==> src/rtl/io_port_pkg.sv <==
// ============================================================================
// io_port_pkg -- shared constants and types for the memory-mapped IO port
// Rev 1.0 -- initial release
// ============================================================================
`default_nettype none

package io_port_pkg;

  localparam int          DATA_W  = 16;
  localparam logic [15:0] IO_BASE = 16'hFF00;

  // Register offsets within the four-word window
  typedef enum logic [1:0] {
    REG_DATA_IN  = 2'd0,
    REG_DATA_OUT = 2'd1,
    REG_STATUS   = 2'd2,
    REG_CONTROL  = 2'd3
  } io_reg_e;

  localparam int STAT_IN_AVAIL  = 0;
  localparam int STAT_OUT_VALID = 1;
  localparam int STAT_OVERFLOW  = 2;
  localparam int STAT_UNDERFLOW = 3;

  localparam int CTRL_CLR_OVF = 0;
  localparam int CTRL_CLR_UDF = 1;
  localparam int CTRL_FLUSH   = 2;

  typedef struct packed {
    logic [11:0] rsvd;
    logic        underflow;
    logic        overflow;
    logic        out_valid;
    logic        in_avail;
  } status_t;

  function automatic logic addr_hit(input logic [15:0] a);
    return a[15:2] == IO_BASE[15:2];
  endfunction

endpackage

`default_nettype wire

==> src/rtl/io_in_fifo.sv <==
// ============================================================================
// io_in_fifo -- host input buffer; 2 entries with IO_IN_FIFO_EN, else 1 word
// Rev 1.0 -- initial release
// ============================================================================
`default_nettype none

module io_in_fifo
  import io_port_pkg::*;
(
  input  logic              clk,
  input  logic              reset,
  input  logic              push,
  input  logic              pop,
  input  logic              flush,
  input  logic [DATA_W-1:0] din,
  output logic              full,
  output logic              empty,
  output logic [DATA_W-1:0] head
);

`ifdef IO_IN_FIFO_EN
  localparam int DEPTH = 2;
`else
  localparam int DEPTH = 1;
`endif
  localparam int CNT_W = $clog2(DEPTH + 1);

  logic [DATA_W-1:0] mem [DEPTH];
  logic [CNT_W-1:0]  count;
  logic [CNT_W-1:0]  wr_idx;

  // Entry 0 is always the head; a pop shifts the rest down
  assign wr_idx = count - CNT_W'(pop);
  assign full   = (count == CNT_W'(DEPTH));
  assign empty  = (count == '0);
  assign head   = mem[0];

  always_ff @(posedge clk) begin
    if (reset || flush) begin
      count <= '0;
      for (int i = 0; i < DEPTH; i++) mem[i] <= '0;
    end else begin
      count <= count + CNT_W'(push) - CNT_W'(pop);
      if (pop) begin
        for (int i = 0; i < DEPTH - 1; i++) mem[i] <= mem[i+1];
      end
      for (int i = 0; i < DEPTH; i++) begin
        if (push && wr_idx == CNT_W'(i)) mem[i] <= din;
      end
    end
  end

endmodule

`default_nettype wire

==> src/rtl/mmio_io_port.sv <==
// ============================================================================
// mmio_io_port -- CPU-visible IO port at 0xFF00..0xFF03 with host handshakes.
// Build option: IO_IN_FIFO_EN selects a 2-entry input FIFO (else 1 word).
// Rev 1.0 -- initial release
// ============================================================================
`default_nettype none

module mmio_io_port
  import io_port_pkg::*;
(
  input  logic              clk,
  input  logic              reset,
  input  logic [15:0]       addr,
  input  logic [DATA_W-1:0] wdata,
  input  logic              mem_write,
  input  logic              mem_read,
  output logic              hit,
  output logic [DATA_W-1:0] rdata,
  input  logic [DATA_W-1:0] in,
  input  logic              in_valid,
  output logic              in_ready,
  output logic [DATA_W-1:0] out,
  output logic              out_valid,
  input  logic              out_ack
);

  io_reg_e           reg_sel;
  logic              rd_data_in;
  logic              wr_out;
  logic              wr_ctrl;
  logic              push;
  logic              pop;
  logic              flush;
  logic              ovf_set;
  logic              udf_set;
  logic              full;
  logic              empty;
  logic [DATA_W-1:0] head;
  logic              overflow;
  logic              underflow;
  status_t           status;

  assign hit     = addr_hit(addr);
  assign reg_sel = io_reg_e'(addr[1:0]);

  // Every CPU and host action is masked while reset is held
  assign rd_data_in = !reset && mem_read  && hit && (reg_sel == REG_DATA_IN);
  assign wr_out     = !reset && mem_write && hit && (reg_sel == REG_DATA_OUT);
  assign wr_ctrl    = !reset && mem_write && hit && (reg_sel == REG_CONTROL);

  assign in_ready = !reset && !full;
  assign push     = in_valid && in_ready;
  assign ovf_set  = !reset && in_valid && full;
  assign pop      = rd_data_in && !empty;
  assign udf_set  = rd_data_in && empty;
  assign flush    = wr_ctrl && wdata[CTRL_FLUSH];

  io_in_fifo u_fifo (
    .clk   (clk),
    .reset (reset),
    .push  (push),
    .pop   (pop),
    .flush (flush),
    .din   (in),
    .full  (full),
    .empty (empty),
    .head  (head)
  );

  always_ff @(posedge clk) begin
    if (reset) begin
      out       <= '0;
      out_valid <= 1'b0;
      overflow  <= 1'b0;
      underflow <= 1'b0;
    end else begin
      // A flag set in the same cycle as its clear takes precedence
      overflow  <= ovf_set || (overflow  && !(wr_ctrl && wdata[CTRL_CLR_OVF]));
      underflow <= udf_set || (underflow && !(wr_ctrl && wdata[CTRL_CLR_UDF]));
      if (wr_out) begin
        out       <= wdata;
        out_valid <= 1'b1;
      end else if (out_ack) begin
        out_valid <= 1'b0;
      end
    end
  end

  always_comb begin
    status           = '0;
    status.in_avail  = !empty;
    status.out_valid = out_valid;
    status.overflow  = overflow;
    status.underflow = underflow;
  end

  always_comb begin
    rdata = '0;
    if (hit) begin
      case (reg_sel)
        REG_DATA_IN:  rdata = empty ? '0 : head;
        REG_DATA_OUT: rdata = out;
        REG_STATUS:   rdata = status;
        default:      rdata = '0;
      endcase
    end
  end

endmodule

`default_nettype wire

==> config.mk <==
export PLATFORM = sky130hd
export DESIGN_NAME = mmio_io_port
export DESIGN_NICKNAME = d
export VERILOG_FILES = /design/src/rtl/io_port_pkg.sv /design/src/rtl/io_in_fifo.sv /design/src/rtl/mmio_io_port.sv
export SDC_FILE = /design/constraint.sdc
export NUM_CORES = 1
export LEC_CHECK = 0
export CORE_MARGIN = 1
export CORE_UTILIZATION = 45
export DETAILED_ROUTE_END_ITERATION = 8
export PLACE_DENSITY = 0.85
export REMOVE_ABC_BUFFERS = 1
export SYNTH_ARGS = -nofsm -noshare
export SYNTH_HDL_FRONTEND = slang
export SYNTH_HIERARCHICAL = 1
export SYNTH_SLANG_ARGS = --single-unit
==> constraint.sdc <==
create_clock -name clk -period 6.8 [get_ports clk]
set_input_delay 0.68 -clock clk [delete_from_list [all_inputs] [get_ports clk]]
set_output_delay 0.68 -clock clk [all_outputs]
set_load 0.1 [all_outputs]
Word-level counts from Yosys, hierarchy flattened
Memories as Yosys holds them, arrays and structs flattened.
Index checks and enable logic that the tools add are counted.
Storage, ports and cells
  output and inout bits: 35
  input bits: 54
  logic and storage cells: 56
  register bits: 20
  memories kept: 1
  RAM bits: 16
Memories
  u_fifo.mem: depth 1, bits a word 16, read ports 1, clocked after Yosys merged registers in 0, wr ports 1, RTL line io_in_fifo.sv:28  | logic [DATA_W-1:0] mem [DEPTH];
Cells by class
  reduce and logical (&&, ||, !) cells: 29
  equal/unequal tests: 4
  add/subtract/negate cells: 3
  mux-type cells: 12
  bitwise operators: 2
Operators by type and width (number)
  16-bit two-way mux: 3
  16-bit one-hot mux with 3 select lines: 1
  1-bit logical AND: 19
  16-bit OR reduction: 1
  14-bit equality test (second input constant): 1
  1-bit two-way mux: 8
  2-bit equality test (second input constant): 2
  1-bit zero test: 4
  1-bit logical OR: 3
  2-bit by 1-bit equality test with 1-bit output (second input constant): 1
  2-bit zero test: 1
  1-bit NOT: 2
  2-bit nonzero test: 1
  1-bit subtractor: 2
  1-bit adder: 1

Logic depth before layout (Yosys ltp)
  word-level depth: 13
  mapped depth: 11
  mapped depth without buffers: 7

By module
Netlist, hierarchy kept.
By module, submodules not included
  mmio_io_port: area each 1162.4 µm², cells each 152, seq. area each 380.4 µm², instances 1
  io_in_fifo: area each 777.0 µm², cells each 41, seq. area each 500.5 µm², instances 1

Least setup slack after synthesis
Ideal clock, no wire load.
  path type: register to output
  start point: register out[1]
  end point: output rdata[1]
  data required time: 6.120 ns
  path slack: 3.216 ns
  arrival time: 2.904 ns
  buffers on the path: 0
  stages on the path, launching flop included: 4
  path through: dfxtp_1 -> a22oi_1 -> or2_2 -> a21oi_1
On the way
  cells in the longest elaborated chain, start to end: 2
Ends and longest elaborated chain
  start: declaration: RTL line mmio_io_port.sv:22  | output logic [DATA_W-1:0] out,
  start signal: assignment: RTL line mmio_io_port.sv:81  | out <= wdata;
  16-bit one-hot mux with 3 select lines: RTL line mmio_io_port.sv:100  | case (reg_sel)
  16-bit two-way mux: RTL line mmio_io_port.sv:99  | if (hit) begin
  end: declaration: RTL line mmio_io_port.sv:18  | output logic [DATA_W-1:0] rdata,
No other way between the ends.

Final worst setup path
  start point: input addr[0]
  end point: output rdata[1]
On the way
  cells in the longest elaborated chain, start to end: 3
  elaborated cells on any way between the ends: 5
  those cells by class: eq/ne (2); mux (2); reduce/logical (1)
Ends and longest elaborated chain
  start: declaration: RTL line mmio_io_port.sv:13  | input logic [15:0] addr,
  2-bit equality test (tied with other cells): RTL line mmio_io_port.sv:100
  16-bit one-hot mux with 3 select lines *: RTL line mmio_io_port.sv:100
  16-bit two-way mux *: RTL line mmio_io_port.sv:99
Mark *: on every way between the ends. The rest lies on a longest branch, timed or not.

==> flow_metrics.tcl <==
set metrics [dict create \
    worstMarginPinSlew_ns 1.20 \
    period_needed_ns 4.91 \
    finalCritPeriodShare 0.723 \
    pwr-share-comb 0.144 \
    path_max_fanout 23 \
    final_antenna_net_count 0 \
    max_cap_violations 0 \
    cp_slowest_cell "clkdlybuf4s50_1" \
    path_class "input port to primary output" \
    crit_path_max_incr_delay_ns 1.16 \
    port_buffers 88 \
    switching_share 0.244 \
    insertion_delay_ns 0.30 \
    start_util 0.478 \
    syn_inst 193 \
    synth.distinct_cells 35 \
    cts_resized 0 \
    slew-limit-headroom 0.200 \
    arrival_ns 4.23 \
    worstPathRequired_ns 6.12 \
    antenna_found_initial 0 \
    ys_seq_elements 36 \
    dp_hpwl_mm 3.78 \
    dieHeight_um 67.7 \
    io_pins 89 \
    cts_buffer_depth 2 \
    finalHoldViolations 0 \
    cts_hold_buffers 0 \
    switchingPower_w 0.000110 \
    syn_area_mm2 0.00194 \
    avgSynthCellArea_um2 10.0 \
    holdWs_ns 0.488 \
    fmaxAchievable_mhz 203 \
    hold_class "flop to flop" \
    grt-ovfl-total 0 \
    instances_no_fill 324 \
    synth_ff_type "dfxtp_1" \
    design.core.area_mm2 0.00406 \
    grtUsageTotal 0.244 \
    power.density_mw_per_mm2 158 \
    wl_mm 5.27 \
    num_vias 1869 \
    ys_seq_area_frac 0.454 \
    cts_setup_buffers 0 \
    cts-buffers-inserted 5 \
    p_leak_nw 0.935 \
    diodes 0 \
    crit_buf_inv 2 \
    nNetsFinal 328 \
    wl_per_cell_um 16.3 \
    ys_warn_count 6 \
    cp-start-kind "input port" \
    route.detailed.drc 0 \
    p_clk_frac 0.327 \
    synth-edff-count 16 \
    fp-row-count 23 \
    status "finished, final reports clean" \
    endpoint_kind "primary output" \
    via_per_inst 5.77 \
    vdd_drop_max_mv 0.142 \
    drive_gt1_frac 0.0803 \
    die-area_mm2 0.00458 \
    async_flop_share 0 \
    die_w_um 67.7 \
    drv_slew 0 \
    cts_tree "yes" \
    setup_tns_ns 0 \
    path_cells "clkdlybuf4s50_1 > nor2_1 > a22oi_1 > or2_2 > a21oi_1 > clkdlybuf4s50_1" \
    skew_ns 0.00571 \
    dr.pass1.iters 4 \
    setup_viol 0 \
    syn_to_final_growth_pct 47.1 \
    p_seq_frac 0.529 \
    grt_max_degree 43 \
    cts_root_buf "clkbuf_8" \
    cpMostUsedCell "clkdlybuf4s50_1" \
    cts_sinks 36 \
    clk_pin_slew_ns 0.07 \
    cts_max_level 2 \
    grt_pass1_vias 1716 \
    gp_congestion 0.953 \
    dp.cells 316 \
    path_delay_family "buffers and inverters" \
    first_iter_violations 148 \
    grt_pass1_wl_mm 8.11 \
    internal_power_w 0.000342 \
    rsz0062_at_grt "false" \
]
cell families after synthesis:
| group | synth area share |
|---|---|
| buffers and inverters | 0.0716 |
| xor gates and xnor gates | 0.00452 |
| AOI/OAI and AO/OA | 0.166 |
| and+or+nand+nor | 0.297 |
| DFF | 0.454 |
| adders and majority gates | 0.00645 |
worst min-delay path: cells and delay by family (launching register included):
family	cells	cell delay (ns)
compound gates	2	0.13
flops	1	0.31
power by group through the flow:
stage | combinational [W] | clock (W) | sequential, W
2_1_floorplan | 0.0000215 | 0 | 0.000242
3_3_place_gp | 0.0000639 | 0 | 0.000243
3_5_place_dp | 0.0000649 | 0 | 0.000244
4_1_cts | 0.0000652 | 0.000149 | 0.000239
5_1_grt | 0.0000700 | 0.000157 | 0.000240
6_report | 0.0000650 | 0.000148 | 0.000239
stage by stage:
stage / setup WS [ns] / power, W / utilization / cell area [µm²]
floorplan: 3.01 / 0.000263 / - / 1810
global placement: 2.02 / 0.000307 / 0.683 / 2770
detailed placement: 1.94 / 0.000309 / 0.683 / 2770
CTS: 1.94 / 0.000453 / 0.703 / 2850
global route: 1.75 / 0.000467 / 0.703 / 2850
finish: 1.89 / 0.000452 / 0.703 / 2850
area by class of cell:
| class | count | area, µm² |
|---|---|---|
| timing repair buffer | 90 | 896 |
| multi-input combinational | 138 | 926 |
| clock buffer | 6 | 72.6 |
| sequential | 36 | 881 |
| tap | 50 | 62.6 |
| fill | 330 | 1200 |
| inverter | 2 | 7.51 |
| clock inverter | 2 | 7.51 |
path summary, 6_finish.rpt:
path | start | to | slack, ns | cells after the start
worst min register to register | overflow | overflow | 0.49 | 2
worst max register to register | u_fifo/full | u_fifo/mem[0][2] | 4.50 | 5
worst max-delay path | addr[0] | rdata[1] | 1.89 | 6
worst min-delay path | overflow | overflow | 0.49 | 2
layout by cell type, fill, tap and decap left out:
| cell type | Yosys | final |
|---|---|---|
| buf_4 | 3 | 2 |
| clkbuf_1 | 6 | 1 |
| nor3_1 | 2 | 2 |
| inv_1 | 2 | 2 |
| edfxtp_1 | 16 | 16 |
| nor2b_1 | 4 | 4 |
| ha_1 | 1 | 1 |
| or2_2 | 2 | 2 |
| or3_1 | 1 | 1 |
| and4_1 | 1 | 1 |
| dfxtp_1 | 20 | 20 |
| nor4bb_4 | 1 | 1 |
| clkinv_1 | 0 | 2 |
| nor3b_4 | 1 | 1 |
| nor4b_2 | 0 | 1 |
| and4bb_1 | 9 | 9 |
| nor4_4 | 1 | 1 |
| nand3b_1 | 1 | 1 |
| nand4_1 | 3 | 3 |
| nand3_1 | 18 | 18 |
| nand4_2 | 1 | 1 |
| xnor2_1 | 1 | 1 |
| clkdlybuf4s50_1 | 0 | 88 |
| a21oi_1 | 21 | 21 |
| and4_2 | 1 | 1 |
| clkbuf_8 | 1 | 5 |
| nand2_1 | 6 | 6 |
| o21ai_0 | 21 | 21 |
| and4b_2 | 1 | 1 |
| a22oi_1 | 15 | 15 |
| and4bb_2 | 6 | 6 |
| and2_1 | 3 | 3 |
| nor2_1 | 16 | 16 |
synth_stat cells (4+ instances only):
master,number,area share
o21ai_0,21,0.054
and4bb_2,6,0.039
a21oi_1,21,0.054
edfxtp_1,16,0.25
nand3_1,18,0.046
nor2b_1,4,0.013
dfxtp_1,20,0.21
nand2_1,6,0.012
clkbuf_1,6,0.012
nor2_1,16,0.031
a22oi_1,15,0.058
and4bb_1,9,0.058
state kept, by name, indices dropped and copies added (netlist names):
signal / cells
out_valid: 1
out: 16
underflow: 1
overflow: 1
u_fifo/full: 1
u_fifo/mem: 16
layer usage:
| metal | vias up | share of wire | global-route usage |
|---|---|---|---|
| met4 | 0 | 0.027 | 0.128 |
| met5 | - | 0 | 0 |
| met2 | 74 | 0.52 | 0.401 |
| met3 | 17 | 0.053 | 0.0693 |
| met1 | 892 | 0.40 | 0.285 |
| li1 | 886 | - | - |
Note: power is estimated with default switching activity, not from simulation.
